File: config.mk
export PLATFORM = sky130hd
export DESIGN_NAME = fifo_param
export DESIGN_NICKNAME = d
export VERILOG_FILES = /design/src/rtl/fifo_param.sv
export SDC_FILE = /design/constraint.sdc
export NUM_CORES = 1
export LEC_CHECK = 0
export CAP_MARGIN = 0
export CORE_MARGIN = 5
export CORE_UTILIZATION = 60
export DETAILED_ROUTE_END_ITERATION = 7
export PLACE_DENSITY = 0.86
export SLEW_MARGIN = 10
export SYNTH_ARGS = -nofsm -noshare
export SYNTH_HDL_FRONTEND = slang
export SYNTH_SLANG_ARGS = --single-unit
export TNS_END_PERCENT = 100
File: constraint.sdc
create_clock -name clk -period 3.9 [get_ports clk]
set_clock_uncertainty 0.05 [all_clocks]
set_input_delay 0.78 -clock clk [delete_from_list [all_inputs] [get_ports clk]]
set_output_delay 0.78 -clock clk [all_outputs]
set_load 0.01 [all_outputs]
File: src/rtl/fifo_param.sv
// fifo_param: single-clock FIFO with occupancy count, threshold status flags
// and a sticky overflow/underflow error bit.
// Build option: define FIFO_FWFT_EN for first-word-fall-through output mode;
// otherwise popped words appear one cycle after the accepted read.
module fifo_param #(
  parameter int DATA_SIZE = 12,
  parameter int ADDR_SIZE = 3
) (
  input  logic                 clk,
  input  logic                 reset_L,
  input  logic                 write,
  input  logic                 read,
  input  logic [DATA_SIZE-1:0] data_in,
  input  logic [ADDR_SIZE:0]   th_almost_full,
  input  logic [ADDR_SIZE:0]   th_almost_empty,
  input  logic                 err_clear,
  output logic [DATA_SIZE-1:0] fifo_data_out,
  output logic                 valid,
  output logic [ADDR_SIZE:0]   count,
  output logic                 fifo_empty,
  output logic                 fifo_full,
  output logic                 almost_empty,
  output logic                 almost_full,
  output logic                 fifo_error
);

  localparam int                 DEPTH     = 2**ADDR_SIZE;
  localparam logic [ADDR_SIZE:0] DEPTH_CNT = (ADDR_SIZE+1)'(DEPTH);
  localparam logic [ADDR_SIZE:0] CNT_ONE   = (ADDR_SIZE+1)'(1);
  localparam logic [ADDR_SIZE-1:0] PTR_ONE = ADDR_SIZE'(1);

  logic [DATA_SIZE-1:0] mem [DEPTH];
  logic [ADDR_SIZE-1:0] wr_ptr;
  logic [ADDR_SIZE-1:0] rd_ptr;
  logic                 rd_acc;
  logic                 wr_acc;
  logic                 overflow;
  logic                 underflow;

  // Status flags follow count and the live thresholds; acceptance decoded from flags
  always_comb begin
    fifo_empty   = (count == '0);
    fifo_full    = (count == DEPTH_CNT);
    almost_full  = (count >= th_almost_full);
    almost_empty = (count <= th_almost_empty);
    rd_acc       = read && !fifo_empty;
    wr_acc       = write && (!fifo_full || read);
    overflow     = write && fifo_full && !read;
    underflow    = read && fifo_empty;
  end

  // Storage array is intentionally not reset
  always_ff @(posedge clk) begin
    if (wr_acc) begin
      mem[wr_ptr] <= data_in;
    end
  end

  // Pointers wrap by natural overflow; count tracks net push/pop
  always_ff @(posedge clk or negedge reset_L) begin
    if (!reset_L) begin
      wr_ptr <= '0;
      rd_ptr <= '0;
      count  <= '0;
    end else begin
      if (wr_acc) wr_ptr <= wr_ptr + PTR_ONE;
      if (rd_acc) rd_ptr <= rd_ptr + PTR_ONE;
      case ({wr_acc, rd_acc})
        2'b10:   count <= count + CNT_ONE;
        2'b01:   count <= count - CNT_ONE;
        default: count <= count;
      endcase
    end
  end

  // Sticky error: a new error wins over a coincident clear
  always_ff @(posedge clk or negedge reset_L) begin
    if (!reset_L) begin
      fifo_error <= 1'b0;
    end else begin
      fifo_error <= (fifo_error && !err_clear) || overflow || underflow;
    end
  end

`ifdef FIFO_FWFT_EN
  // Head word shown directly; forced to zero while empty so reset clears the output
  always_comb begin
    valid         = !fifo_empty;
    fifo_data_out = fifo_empty ? '0 : mem[rd_ptr];
  end
`else
  // Registered pop: head captured on accepted read, held otherwise
  always_ff @(posedge clk or negedge reset_L) begin
    if (!reset_L) begin
      fifo_data_out <= '0;
      valid         <= 1'b0;
    end else if (rd_acc) begin
      fifo_data_out <= mem[rd_ptr];
      valid         <= 1'b1;
    end else begin
      valid         <= 1'b0;
    end
  end
`endif

endmodule
; Yosys cells after proc, flatten, opt, wreduce, memory -nomap -nowiden
; Memories as Yosys holds them, arrays and structs flattened. A register that Yosys moved wholly into a read port is not among the register bits.
; Index checks and enable logic that the tools add are counted.
[totals]
inputBits = 25
reg_bits = 12
output_inout_bits = 22
word_cells = 35
ramBits = 96
mem_count = 1
[mem_list]
columns = name, words, width, read_ports, rd_ports_with_merged_regs, wr, line_no
row1 = mem, 8, 12, 1, 1, 1, 32  ; logic [DATA_SIZE-1:0] mem [DEPTH];
[classes]
n_eq_ne = 3
muxes = 4
n_lt_le_gt_ge = 2
reduce_logical = 16
add_sub_neg = 4
[op_table]
columns = cell, n
row1 = one-hot mux 4 bit (2 select lines), 1
row2 = adder 3 x 1 -> 3 bit (second input constant), 2
row3 = logical AND 1 bit, 6
row4 = zero test 1 bit, 5
row5 = adder 4 x 1 -> 4 bit (second input constant), 1
row6 = == test 4 bit (second input constant), 1
row7 = >= comparator 4 bit, 1
row8 = <= comparator 4 bit, 1
row9 = zero test 4 bit, 1
row10 = subtractor 4 x 1 -> 4 bit (second input constant), 1
row11 = logical OR 1 bit, 3
row12 = 2-to-1 mux 1 bit, 3
row13 = == test 2 x 1 -> 1 bit (second input constant), 1
row14 = == test 2 bit (second input constant), 1
row15 = nonzero test 2 bit, 1

; Longest topological paths before layout
[depth]
ltp_word = 6
mapped_depth = 11
ltp_nobuf = 10

; Least setup slack after synthesis
; Ideal clock, no wire load.
[synth_timing]
kind = input to register
from = input read
to = memory mem[0][0], enable pin
n_path_buf = 0
setup_ps = 412
slack_ps = 1198
cell_stages = 3
required_ps = 3438
arrival_time_ps = 2240
path_cell_list = nand2b_1 > o21ai_4 > nor4_1
[synth_via]
elab_chain_len = 4
[synth_lines]
columns = element, line_no
row1 = start: declaration, 12  ; input logic read,
row2 = logical OR 1 bit, 47  ; wr_acc = write && (!fifo_full || read);
row3 = logical AND 1 bit, 47
row4 = 2-to-1 mux 1 bit, 54  ; if (wr_acc) begin
row5 = 2-to-1 mux 1 bit (implied by the code), 55  ; mem[wr_ptr] <= data_in;
row6 = end: declaration, 32
; No other way between the ends.

; Worst setup path in the final report
[layout_timing]
from = input th_almost_empty[1]
to = output almost_empty
[layout_via]
elab_chain_len = 1
[layout_lines]
columns = element, line_no
row1 = start: declaration, 15  ; input logic [ADDR_SIZE:0] th_almost_empty,
row2 = <= comparator 4 bit, 45  ; almost_empty = (count <= th_almost_empty);
row3 = end: declaration, 22  ; output logic almost_empty,
; No other way between the ends.

==> results.py <==
metrics = {
    "run_status": {
        "status": "complete, no violations",
    },
    "cts": {
        "cts_tree": "yes",
        "ctsHoldBuffers": 0,
        "cts-resized-gates": 0,
        "cts.sinks": 120,
        "clkLatencyLatePin_ns": 0.51,
        "htree_levels": 4,
        "path_clk_slew_ns": 0.06,
        "clockBufferDepth": 2,
        "cts_setup_buffers": 0,
        "clock-root-buffer": "clkbuf_8",
        "cts_buffers": 17,
    },
    "power": {
        "power.total_w": 0.00486,
        "ir_drop_mv": 0.433,
        "power_frac_comb_pct": 30.1,
        "power.switching_w": 0.00155,
        "switching_share_pct": 31.8,
        "p_int_w": 0.00331,
        "clkPwrFrac_pct": 30.1,
        "power_density_mw_per_mm2": 790,
        "p_seq_share_pct": 39.8,
        "p_leak_nw": 2.31,
    },
    "synth": {
        "muxShareOfSynthArea_pct": 10.7,
        "syn-cell-area_sq_mm": 0.00498,
        "synth-main-ff-cell": "edfxtp_1",
        "synth_top_area_share_pct": 57.9,
        "synth-adder-area-share_pct": 3.27,
        "synth-simple-area-share_pct": 4.27,
        "synth_area_per_cell_sq_um": 15.9,
        "postSynthCellCount": 313,
        "synth_xor_area_share_pct": 1.58,
        "syn-num-nets": 351,
        "synthDistinctLibCells": 36,
        "synthTopCellsByCount": "edfxtp_1, mux2_2, dfrtp_1, mux2i_1, nand2_1",
        "synth_top_family_by_area": "multiplexers",
        "synth_top_area_cell": "edfxtp_1",
        "yosysMostFrequentCell": "edfxtp_1",
        "async_flop_share_pct": 20.0,
        "synth_compound_area_share_pct": 7.41,
        "synth-seq-cells": 120,
        "synth-seq-area-share_pct": 69.9,
        "synth_edf_count": 96,
        "yosys-top-cells-area": "edfxtp_1, dfrtp_1, mux2_2",
        "yosys_warnings": 0,
    },
    "floorplanning": {
        "die_w_microns": 101,
        "core-area_sq_mm": 0.00813,
        "die-area_sq_mm": 0.0102,
        "rows": 33,
        "start_util_pct": 61.2,
        "die_h_microns": 101,
        "num_io_pins": 47,
    },
    "placement": {
        "io_buffers": 46,
        "dp.cells": 465,
        "gp_congestion": 0.764,
        "dp_slack_ns": 0.341,
        "dp_hpwl_microns": 6470,
    },
    "timing": {
        "max_clock_freq_ghz": 0.281,
        "setup_slack_ns": 0.344,
        "finalCriticalPeriod_ns": 3.56,
        "fin_tns_setup_ns": 0,
        "rsz0062_at_grt": "no",
        "maxSlewViolCount": 0,
        "period_share_pct": 91.2,
        "hold_viol_final": 0,
        "maxSlewHeadroom_pct": 21.5,
        "setup-violations-final": 0,
        "worst_slew_pin_slew_ns": 1.17,
    },
    "route": {
        "drc": 0,
        "firstDrtPassIters": 4,
        "vias_per_cell": 5.84,
        "finalWirelength_microns": 10300,
        "ant_nets": 0,
        "vias": 2900,
        "initialDrtViolationCount": 224,
        "wl_per_cell_microns": 20.8,
    },
    "global_routing": {
        "grt_pass1_wl_microns": 16500,
        "grt_overflow": 0,
        "grt_max_degree": 42,
        "grt_usage_pct": 22.1,
        "grt_pass1_vias": 3040,
        "antenna_found_initial": 0,
    },
    "layout": {
        "area_growth_pct": 23.6,
        "num_antenna_cells": 0,
        "fin_cells": 497,
        "drive_gt1_share_pct": 19.9,
        "finalNetCount": 417,
    },
    "worst_hold_path": {
        "hp-class": "input pin to async pin",
    },
    "worst_setup_path": {
        "r2r_slack_ns": 0.72,
        "arrival_ns": 2.73,
        "path_max_fanout": 2,
        "critPathKind": "input pin to output port",
        "crit_slowest_cell": "clkdlybuf4s50_1",
        "cp-end-kind": "output port",
        "crit_path_cell_trace": "clkdlybuf4s50_1 > inv_1 > ha_1 > nor2b_1 > o21a_1 > o21a_1 > o21ai_0 > clkdlybuf4s50_1",
        "startpoint_type": "input pin",
        "slowest_delay_ns": 0.56,
        "cp.required_ns": 3.07,
    },
    "run": {
        "cap_violations": 0,
    },
}
## through the flow
step	instance area (sq um)	hold WS (ns)	util, %
2_1_floorplan	4980	0.434	-
3_3_place_gp	5590	0.412	68.8
3_5_place_dp	5590	0.424	68.8
4_1_cts	6160	0.436	75.7
5_1_grt	6150	0.239	75.7
6_report	6150	0.195	75.7
## placed cells by master (no fill, tap or decap), types with 2 or more instances in the layout
cell type,n
nor2b_1,2
clkbuf_16,16
nand2_1,18
clkinv_2,4
bufinv_16,2
buf_4,14
dfrtp_1,23
o22ai_1,13
xnor2_1,6
nor3_1,5
ha_1,13
inv_6,3
clkdlybuf4s50_1,45
a221o_1,12
clkinvlp_4,5
o21a_1,2
o21ai_0,9
xor2_1,3
a21oi_1,3
mux2i_1,24
o21ai_4,2
inv_1,12
nand2b_1,5
mux2_2,25
o21ai_1,4
nor2_1,9
a21o_1,3
edfxtp_1,96
## layer usage
| layer | part of all wire [%] | GRT usage [%] |
|---|---|---|
| met1 | 41 | 29.1 |
| met2 | 51 | 35.8 |
| met3 | 6.6 | 5.12 |
| met4 | 1.6 | 9.00 |
| met5 | 0 | 0 |
## area by class of cell
class                   count  area, sq um
clock buffers              17          414
well taps                 105          131
fillers                   462         1980
flip-flops and latches    120         3480
repair buffers             60          561
multi-input cells         167         1360
clock inverters            15          153
inverters                  13         48.8
## power by group through the flow
stage	Clock, W	Combinational (W)	Sequential (W)
floorplan	0	0.000947	0.00186
global placement	0	0.00137	0.00192
detailed placement	0	0.00144	0.00195
CTS	0.00148	0.00148	0.00193
global route	0.00153	0.00158	0.00197
finish	0.00146	0.00146	0.00193
## worst max-delay path, delay by kind of cell
kind / cells / cell delay (ns)
buffers and inverters: 3 / 1.05
AOI/OAI and AO/OA: 3 / 0.47
adders and majority gates: 1 / 0.29
and+or+nand+nor: 1 / 0.14
## final timing paths
kind | startpoint | end | depth (start not counted)
max in group asynchronous | reset_L | rd_ptr[0] | 1
setup reg to reg | count[1] | count[2] | 10
hold reg to reg | fifo_data_out[9] | fifo_data_out[9] | 2
min in group clk | fifo_data_out[9] | fifo_data_out[9] | 2
hold / removal | reset_L | count[1] | 1
setup / recovery | th_almost_empty[1] | almost_empty | 8
## logic make-up (layout without fill, tap and decap cells)
kind of cell / after synthesis / count (layout)
simple gates: 45 / 45
fa+ha+maj: 13 / 13
flops: 120 / 120
compound gates: 50 / 50
xor+xnor: 9 / 9
mux: 50 / 50
buf+inv: 26 / 105
## sequential cells by signal, indices dropped and copies added, names as in the netlist
register / count
count: 4
fifo_data_out: 12
fifo_error: 1
mem: 96
rd_ptr: 3
valid: 1
wr_ptr: 3
Power figures use the tool's default switching activity.
